[src/rtl/stepper_pulse_gen_if.sv]
// Command port of the stepper pulse generator: one signed move request with a
// valid/ready handshake, plus the level-sensitive abort line from the MMIO decode.
interface stepper_pulse_gen_if #(
   parameter int COUNT_W = 16,
   parameter int DIV_W   = 20
);
   logic                       cmd_valid;
   logic                       cmd_ready;
   logic signed [COUNT_W-1:0]  cmd_steps;
   logic        [DIV_W-1:0]    cmd_period;
   logic                       abort;

   // Processor / MMIO side issues moves and aborts
   modport master (
      output cmd_valid,
      output cmd_steps,
      output cmd_period,
      output abort,
      input  cmd_ready
   );

   // Pulse generator side consumes them
   modport slave (
      input  cmd_valid,
      input  cmd_steps,
      input  cmd_period,
      input  abort,
      output cmd_ready
   );
endinterface

[src/rtl/stepper_pulse_gen.sv]
// STEP/DIR pulse generator for one stepper axis. Accepts a signed step count and a
// STEP period, holds DIR stable for a setup window, then emits fixed-width STEP
// pulses at the requested period (clamped so the low time never undercuts the
// high time). Progress is reported through busy/done/steps_left for polling.
module stepper_pulse_gen #(
   parameter int COUNT_W      = 16,
   parameter int DIV_W        = 20,
   parameter int PULSE_CYCLES = 100,
   parameter int DIR_SETUP    = 50
) (
   input  logic                clock,
   input  logic                reset,
   stepper_pulse_gen_if.slave  cmd,
   output logic                step_out,
   output logic                dir_out,
   output logic                busy,
   output logic                done,
   output logic [COUNT_W-1:0]  steps_left
);

   // Shared down-counter must hold the widest of: low time, high time, DIR setup
   localparam int W_LO  = DIV_W + 1;
   localparam int W_HI  = $clog2(PULSE_CYCLES + 1);
   localparam int W_SU  = $clog2(DIR_SETUP + 1);
   localparam int W_AB  = (W_LO > W_HI) ? W_LO : W_HI;
   localparam int CNT_W = (W_AB > W_SU) ? W_AB : W_SU;

   // Counter reload values: a phase of N cycles counts N-1 down to 0
   localparam logic [CNT_W-1:0] SETUP_LOAD = CNT_W'(DIR_SETUP - 1);
   localparam logic [CNT_W-1:0] HI_LOAD    = CNT_W'(PULSE_CYCLES - 1);
   localparam logic [CNT_W-1:0] HI_TIME    = CNT_W'(PULSE_CYCLES);
   localparam logic [CNT_W-1:0] CNT_ONE    = CNT_W'(1);
   localparam logic [COUNT_W-1:0] LEFT_ONE = COUNT_W'(1);

   localparam logic [1:0] IDLE     = 2'd0;
   localparam logic [1:0] SETUP    = 2'd1;
   localparam logic [1:0] PULSE_HI = 2'd2;
   localparam logic [1:0] PULSE_LO = 2'd3;

   logic [1:0]          state;
   logic [1:0]          state_nxt;
   logic [CNT_W-1:0]    cnt;
   logic [CNT_W-1:0]    cnt_nxt;
   logic [CNT_W-1:0]    lo_time;
   logic                step_nxt;
   logic                done_nxt;
   logic                abort_pend;
   logic                pend_nxt;
   logic                dec;
   logic                accept;
   logic [COUNT_W-1:0]  mag;
   logic [CNT_W-1:0]    lo_calc;

   // Magnitude of a two's-complement count; the most negative value maps to
   // 2^(COUNT_W-1), which is representable once the result is read as unsigned.
   function automatic logic [COUNT_W-1:0] abs_steps(input logic signed [COUNT_W-1:0] s);
      logic [COUNT_W-1:0] u;
      u = s;
      if (s[COUNT_W-1])
         abs_steps = (~u) + LEFT_ONE;
      else
         abs_steps = u;
   endfunction

   // Low time = max(period - high, high), evaluated wide enough that a short
   // period never wraps; this also guarantees a non-zero low phase.
   function automatic logic [CNT_W-1:0] calc_lo_time(input logic [DIV_W-1:0] period);
      logic [CNT_W-1:0] p_ext;
      p_ext = CNT_W'(period);
      if ((p_ext > HI_TIME) && ((p_ext - HI_TIME) > HI_TIME))
         calc_lo_time = p_ext - HI_TIME;
      else
         calc_lo_time = HI_TIME;
   endfunction

   assign accept        = cmd.cmd_valid && (state == IDLE);
   assign mag           = abs_steps(cmd.cmd_steps);
   assign lo_calc       = calc_lo_time(cmd.cmd_period);
   assign cmd.cmd_ready = (state == IDLE);
   assign busy          = (state != IDLE);

   // Next-state, counter and output decode for the move sequencer
   always_comb begin
      state_nxt = state;
      cnt_nxt   = cnt;
      step_nxt  = step_out;
      done_nxt  = 1'b0;
      pend_nxt  = abort_pend;
      dec       = 1'b0;
      case (state)
         IDLE: begin
            // Abort is ignored while idle; a zero-length move completes at once
            pend_nxt = 1'b0;
            step_nxt = 1'b0;
            if (accept) begin
               if (mag == '0) begin
                  done_nxt = 1'b1;
               end else begin
                  state_nxt = SETUP;
                  cnt_nxt   = SETUP_LOAD;
               end
            end
         end
         SETUP: begin
            if (cmd.abort) begin
               state_nxt = IDLE;
               done_nxt  = 1'b1;
            end else if (cnt == '0) begin
               state_nxt = PULSE_HI;
               cnt_nxt   = HI_LOAD;
               step_nxt  = 1'b1;
            end else begin
               cnt_nxt = cnt - CNT_ONE;
            end
         end
         PULSE_HI: begin
            // An abort here is remembered so the pulse is never truncated
            if (cmd.abort)
               pend_nxt = 1'b1;
            if (cnt == '0) begin
               step_nxt = 1'b0;
               dec      = 1'b1;
               if (abort_pend || cmd.abort) begin
                  state_nxt = IDLE;
                  done_nxt  = 1'b1;
               end else begin
                  state_nxt = PULSE_LO;
                  cnt_nxt   = lo_time - CNT_ONE;
               end
            end else begin
               cnt_nxt = cnt - CNT_ONE;
            end
         end
         PULSE_LO: begin
            if (cmd.abort) begin
               state_nxt = IDLE;
               done_nxt  = 1'b1;
            end else if (cnt == '0) begin
               if (steps_left == '0) begin
                  state_nxt = IDLE;
                  done_nxt  = 1'b1;
               end else begin
                  state_nxt = PULSE_HI;
                  cnt_nxt   = HI_LOAD;
                  step_nxt  = 1'b1;
               end
            end else begin
               cnt_nxt = cnt - CNT_ONE;
            end
         end
         default: begin
            state_nxt = IDLE;
            step_nxt  = 1'b0;
         end
      endcase
   end

   // Sequencer state and phase counter
   always_ff @(posedge clock or posedge reset) begin
      if (reset) begin
         state <= IDLE;
         cnt   <= '0;
      end else begin
         state <= state_nxt;
         cnt   <= cnt_nxt;
      end
   end

   // STEP output register; reset drops it immediately mid-pulse
   always_ff @(posedge clock or posedge reset) begin
      if (reset)
         step_out <= 1'b0;
      else
         step_out <= step_nxt;
   end

   // One-cycle completion pulse, raised on the first idle cycle after a move
   always_ff @(posedge clock or posedge reset) begin
      if (reset)
         done <= 1'b0;
      else
         done <= done_nxt;
   end

   // Abort request seen during a high phase, applied when that pulse ends
   always_ff @(posedge clock or posedge reset) begin
      if (reset)
         abort_pend <= 1'b0;
      else
         abort_pend <= pend_nxt;
   end

   // Command latches: DIR and low time change only on accept; steps_left also
   // counts down once per completed pulse and is kept after an abort
   always_ff @(posedge clock or posedge reset) begin
      if (reset) begin
         dir_out    <= 1'b0;
         steps_left <= '0;
         lo_time    <= '0;
      end else if (accept) begin
         dir_out    <= cmd.cmd_steps[COUNT_W-1];
         steps_left <= mag;
         lo_time    <= lo_calc;
      end else if (dec) begin
         steps_left <= steps_left - LEFT_ONE;
      end
   end

endmodule

[src/flat_wrapper.sv]
// flat-port wrapper written by rule: the top's interface ports become plain ports
module stepper_pulse_gen_flat 
#(
   parameter int COUNT_W      = 16,
   parameter int DIV_W        = 20,
   parameter int PULSE_CYCLES = 100,
   parameter int DIR_SETUP    = 50
)
  (clock, reset, step_out, dir_out, busy, done, steps_left, cmd_cmd_valid, cmd_cmd_steps, cmd_cmd_period, cmd_abort, cmd_cmd_ready);
  stepper_pulse_gen_if #(.COUNT_W(COUNT_W), .DIV_W(DIV_W)) cmd_i ();
  input  logic clock;
  input  logic reset;
  output logic step_out;
  output logic dir_out;
  output logic busy;
  output logic done;
  output logic [COUNT_W-1:0] steps_left;
  input wire logic [$bits(cmd_i.cmd_valid)-1:0] cmd_cmd_valid;
  input wire logic [$bits(cmd_i.cmd_steps)-1:0] cmd_cmd_steps;
  input wire logic [$bits(cmd_i.cmd_period)-1:0] cmd_cmd_period;
  input wire logic [$bits(cmd_i.abort)-1:0] cmd_abort;
  output wire logic [$bits(cmd_i.cmd_ready)-1:0] cmd_cmd_ready;
  assign cmd_i.cmd_valid = cmd_cmd_valid;
  assign cmd_i.cmd_steps = cmd_cmd_steps;
  assign cmd_i.cmd_period = cmd_cmd_period;
  assign cmd_i.abort = cmd_abort;
  assign cmd_cmd_ready = cmd_i.cmd_ready;
  stepper_pulse_gen #(.COUNT_W(COUNT_W), .DIV_W(DIV_W), .PULSE_CYCLES(PULSE_CYCLES), .DIR_SETUP(DIR_SETUP)) u_core (.clock(clock), .reset(reset), .cmd(cmd_i), .step_out(step_out), .dir_out(dir_out), .busy(busy), .done(done), .steps_left(steps_left));
endmodule
[config.mk]
export PLATFORM = sky130hd
export DESIGN_NAME = stepper_pulse_gen_flat
export DESIGN_NICKNAME = d
export VERILOG_FILES = /design/src/rtl/stepper_pulse_gen_if.sv /design/src/rtl/stepper_pulse_gen.sv /design/src/flat_wrapper.sv
export SDC_FILE = /design/constraint.sdc
export NUM_CORES = 1
export LEC_CHECK = 0
export ABC_CLOCK_PERIOD_IN_PS = 7800
export BUFFER_PORTS_ARGS = -buffer_cell sky130_fd_sc_hd__buf_4
export CAP_MARGIN = 10
export CORE_ASPECT_RATIO = 1.5
export CORE_MARGIN = 1.5
export CORE_UTILIZATION = 43
export DETAILED_ROUTE_END_ITERATION = 16
export PLACE_DENSITY = 0.65
export SLEW_MARGIN = 10
export SYNTH_ARGS = -nofsm -noshare
export SYNTH_HDL_FRONTEND = slang
export SYNTH_SLANG_ARGS = --single-unit
[constraint.sdc]
create_clock -name clock -period 7.8 [get_ports clock]
set_input_delay 0.39 -clock clock [delete_from_list [all_inputs] [get_ports clock]]
set_output_delay 0.39 -clock clock [all_outputs]
set_load 0.03 [all_outputs]
==> impl_metrics.ini <==
[timing]
max_freq_mhz = 314
drv_slew = 0
worstMarginPinSlew_ns = 1.17
tns_ns = 0
worst_slew_margin_rel_pct = 21.7
fin_crit_ns = 3.18
setup_viol = 0
setup_ws_ns = 4.62
rsz0062_at_grt = no
fin_crit_sh_pct = 40.8
hold_viol_final = 0
finClkSkew_ns = 0.00739

[clocking]
postCtsHoldBufs = 0
clk_path_buf_depth = 2
root_buffer = clkbuf_16
clock-sinks = 64
cts_resized = 0
cts_tree = built
clkTransAtPathRegs_ns = 0.05
post_cts_buffers = 0
h-tree-depth = 3
clkLatencyLatePin_ns = 0.34
cts_made_buffers = 9

[logic_synthesis]
yosysTopAreaCell = dfrtp_1
synth_xor_area_share_pct = 11.4
synth-adder-area-share_pct = 1.84
synth_flop_cell = dfrtp_1
muxShareOfSynthArea_pct = 0.421
postSynthAreaPerCell_um2 = 8.38
async_flop_share_pct = 100
ys_ff_latch = 64
synthTopCellsByArea = dfrtp_1 34%, xnor2_1 6.3%, nand2_1 5.4%
ys_warn_count = 0
yosysMostFrequentCell = nand2_1
synth.top_cell.area_share_pct = 33.7
synth_compound_area_share_pct = 21.3
synth_nets = 615
ys_types = 71
yosysSeqAreaShare_pct = 33.7
synth_area_um2 = 4760
synthTopCellsByCount = 68 x nand2_1, 64 x dfrtp_1, 53 x nor2_1
synth_top_family_by_area = simple AND/OR/NAND/NOR gates
synth-edff-count = 0
synthCells = 568
yosys.area_share.simple_pct = 27.5

[setup_path]
critPathMaxStageDelay_ns = 0.90
cp.arrival_ns = 3.40
critical_path.max_fanout = 39
path_cells = nor2_1, nand2_1, buf_4, a31oi_1, nand2_1, o22a_1
cp-end-kind = flop
rrSetupSlack_ns = 4.62
crit_type = flop to flop
critPathSlowestCell = a31oi_1
cp.required_ns = 8.02
startpoint_type = flop
cp_common_cell = nand2_1

[global_routing]
grt_pass1_wl_um = 20700
grt_usage_pct = 22.4
grt_overflow = 0
grt_max_degree = 65
antenna_found_initial = 0
grt_pass1_vias = 4336

[floorplan]
io_pins = 61
coreArea_um2 = 10600
fp-row-count = 46
start_util_pct = 44.7
die_h_um = 132
die_x_um = 88.9
die_area_um2 = 11700

[routing]
vias = 4362
via_per_inst = 5.70
drc = 0
drtIter0Drc = 147
drt_wl_total_um = 12200
final_antenna_net_count = 0
dr.pass1.iters = 4
wl_per_cell_um = 15.9

[placed_design]
dp_hpwl_um = 9160
port_buffers = 60
place_worst_setup_slack_ns = 4.28
gp_congestion = 0.851
dp_cells = 749

[finish]
final_cells = 765
drive_gt1_share_pct = 17.7
regArea_um2 = 1600
multiInputGateArea_um2 = 2970
fillers = 1031
synthToLayoutAreaGrowth_pct = 17.7
n_antenna_cell = 0
final_nets = 663

[power]
peakVddDrop_mv = 0.0990
power.density_nw_per_um2 = 239
p_leak_nw = 2.32

[hold_path]
hold_path.class = input port to async pin

[run]
cap_violations = 0

[outcome]
status = finished, final reports clean
## cell families after synthesis
kind of cell               after synthesis
AOI/OAI and AO/OA                      150
xor gates and xnor gates                62
adders and majority gates                7
buffers and inverters                   45
DFF                                     64
muxes                                    2
and+or+nand+nor                        238
## placed cells by master, fill, tap and decap left out, types with 7 or more instances in the layout
master | netlist | routed
clkbuf_16 | 0 | 9
nand3_1 | 8 | 8
inv_1 | 19 | 18
xnor2_1 | 34 | 34
a21oi_1 | 22 | 22
nand2_1 | 68 | 68
dfrtp_1 | 64 | 64
o21ai_0 | 22 | 21
o21ai_1 | 29 | 30
nor4_1 | 11 | 11
nor2_1 | 53 | 53
a21o_1 | 7 | 7
xor2_1 | 28 | 28
or3_1 | 11 | 11
a22oi_1 | 10 | 10
buf_4 | 0 | 63
a22o_1 | 7 | 7
ha_1 | 7 | 7
nor3_1 | 32 | 32
## worst paths after layout
check                                  start                     to  cells past startpoint
min                                    reset        u_core.state[0]                      3
max in group asynchronous              reset  u_core.steps_left[12]                      3
min reg2reg                   u_core.dir_out         u_core.dir_out                      2
max                          u_core.state[0]      u_core.lo_time[2]                      6
min in group clock         cmd_cmd_period[1]      u_core.lo_time[1]                      2
max reg2reg                  u_core.state[0]      u_core.lo_time[2]                      6
## per-stage QoR
stage	hold WS, ns	area [um^2]	power (mW)	util, %
floorplan	0.458	4760	0.789	-
global placement	0.462	5300	0.920	49.8
detailed placement	0.474	5300	0.932	49.8
CTS	0.311	5600	1.34	52.6
global route	0.315	5600	1.42	52.6
finish	0.292	5600	1.34	52.6
## state kept, by name, summed over array words and instances (netlist names)
signal / flops
u_core.cnt: 21
u_core.lo_time: 21
u_core.steps_left: 16
u_core.state: 2
u_core.abort_pend: 1
u_core.dir_out: 1
u_core.done: 1
u_core.step_out: 1
## layout make-up
class / instances / area share (%)
Multi-Input combinational cell: 459 / 53.1
Sequential cell: 64 / 28.6
Timing Repair Buffer: 63 / 8.45
Clock buffer: 13 / 4.65
Tap cell: 144 / 3.22
Inverter: 19 / 1.27
Clock inverter: 3 / 0.715
## metal layers
layer | vias to the layer above | global-route usage (%) | share of wire (%)
met1 | 2081 | 28.9 | 44
met4 | 0 | 9.90 | 2.5
li1 | 2160 | - | -
met3 | 21 | 3.82 | 3.0
met5 | - | 0 | 0
met2 | 100 | 36.2 | 51
## critical path, delay by kind of cell (launching register included)
family / cells / cell delay (ns)
compound gates: 2 / 1.18
simple gates: 3 / 1.00
flops: 1 / 0.59
buf+inv: 1 / 0.27
## power breakdown
part / internal [mW] / total (mW) / switching [mW] / leakage (nW)
combinational: 0.176 / 0.433 / 0.257 / 1.36
clock: 0.264 / 0.406 / 0.142 / 0.150
sequential: 0.400 / 0.499 / 0.0988 / 0.808
total: 0.839 / 1.34 / 0.498 / 2.32
(Power assumes the default switching activity.)
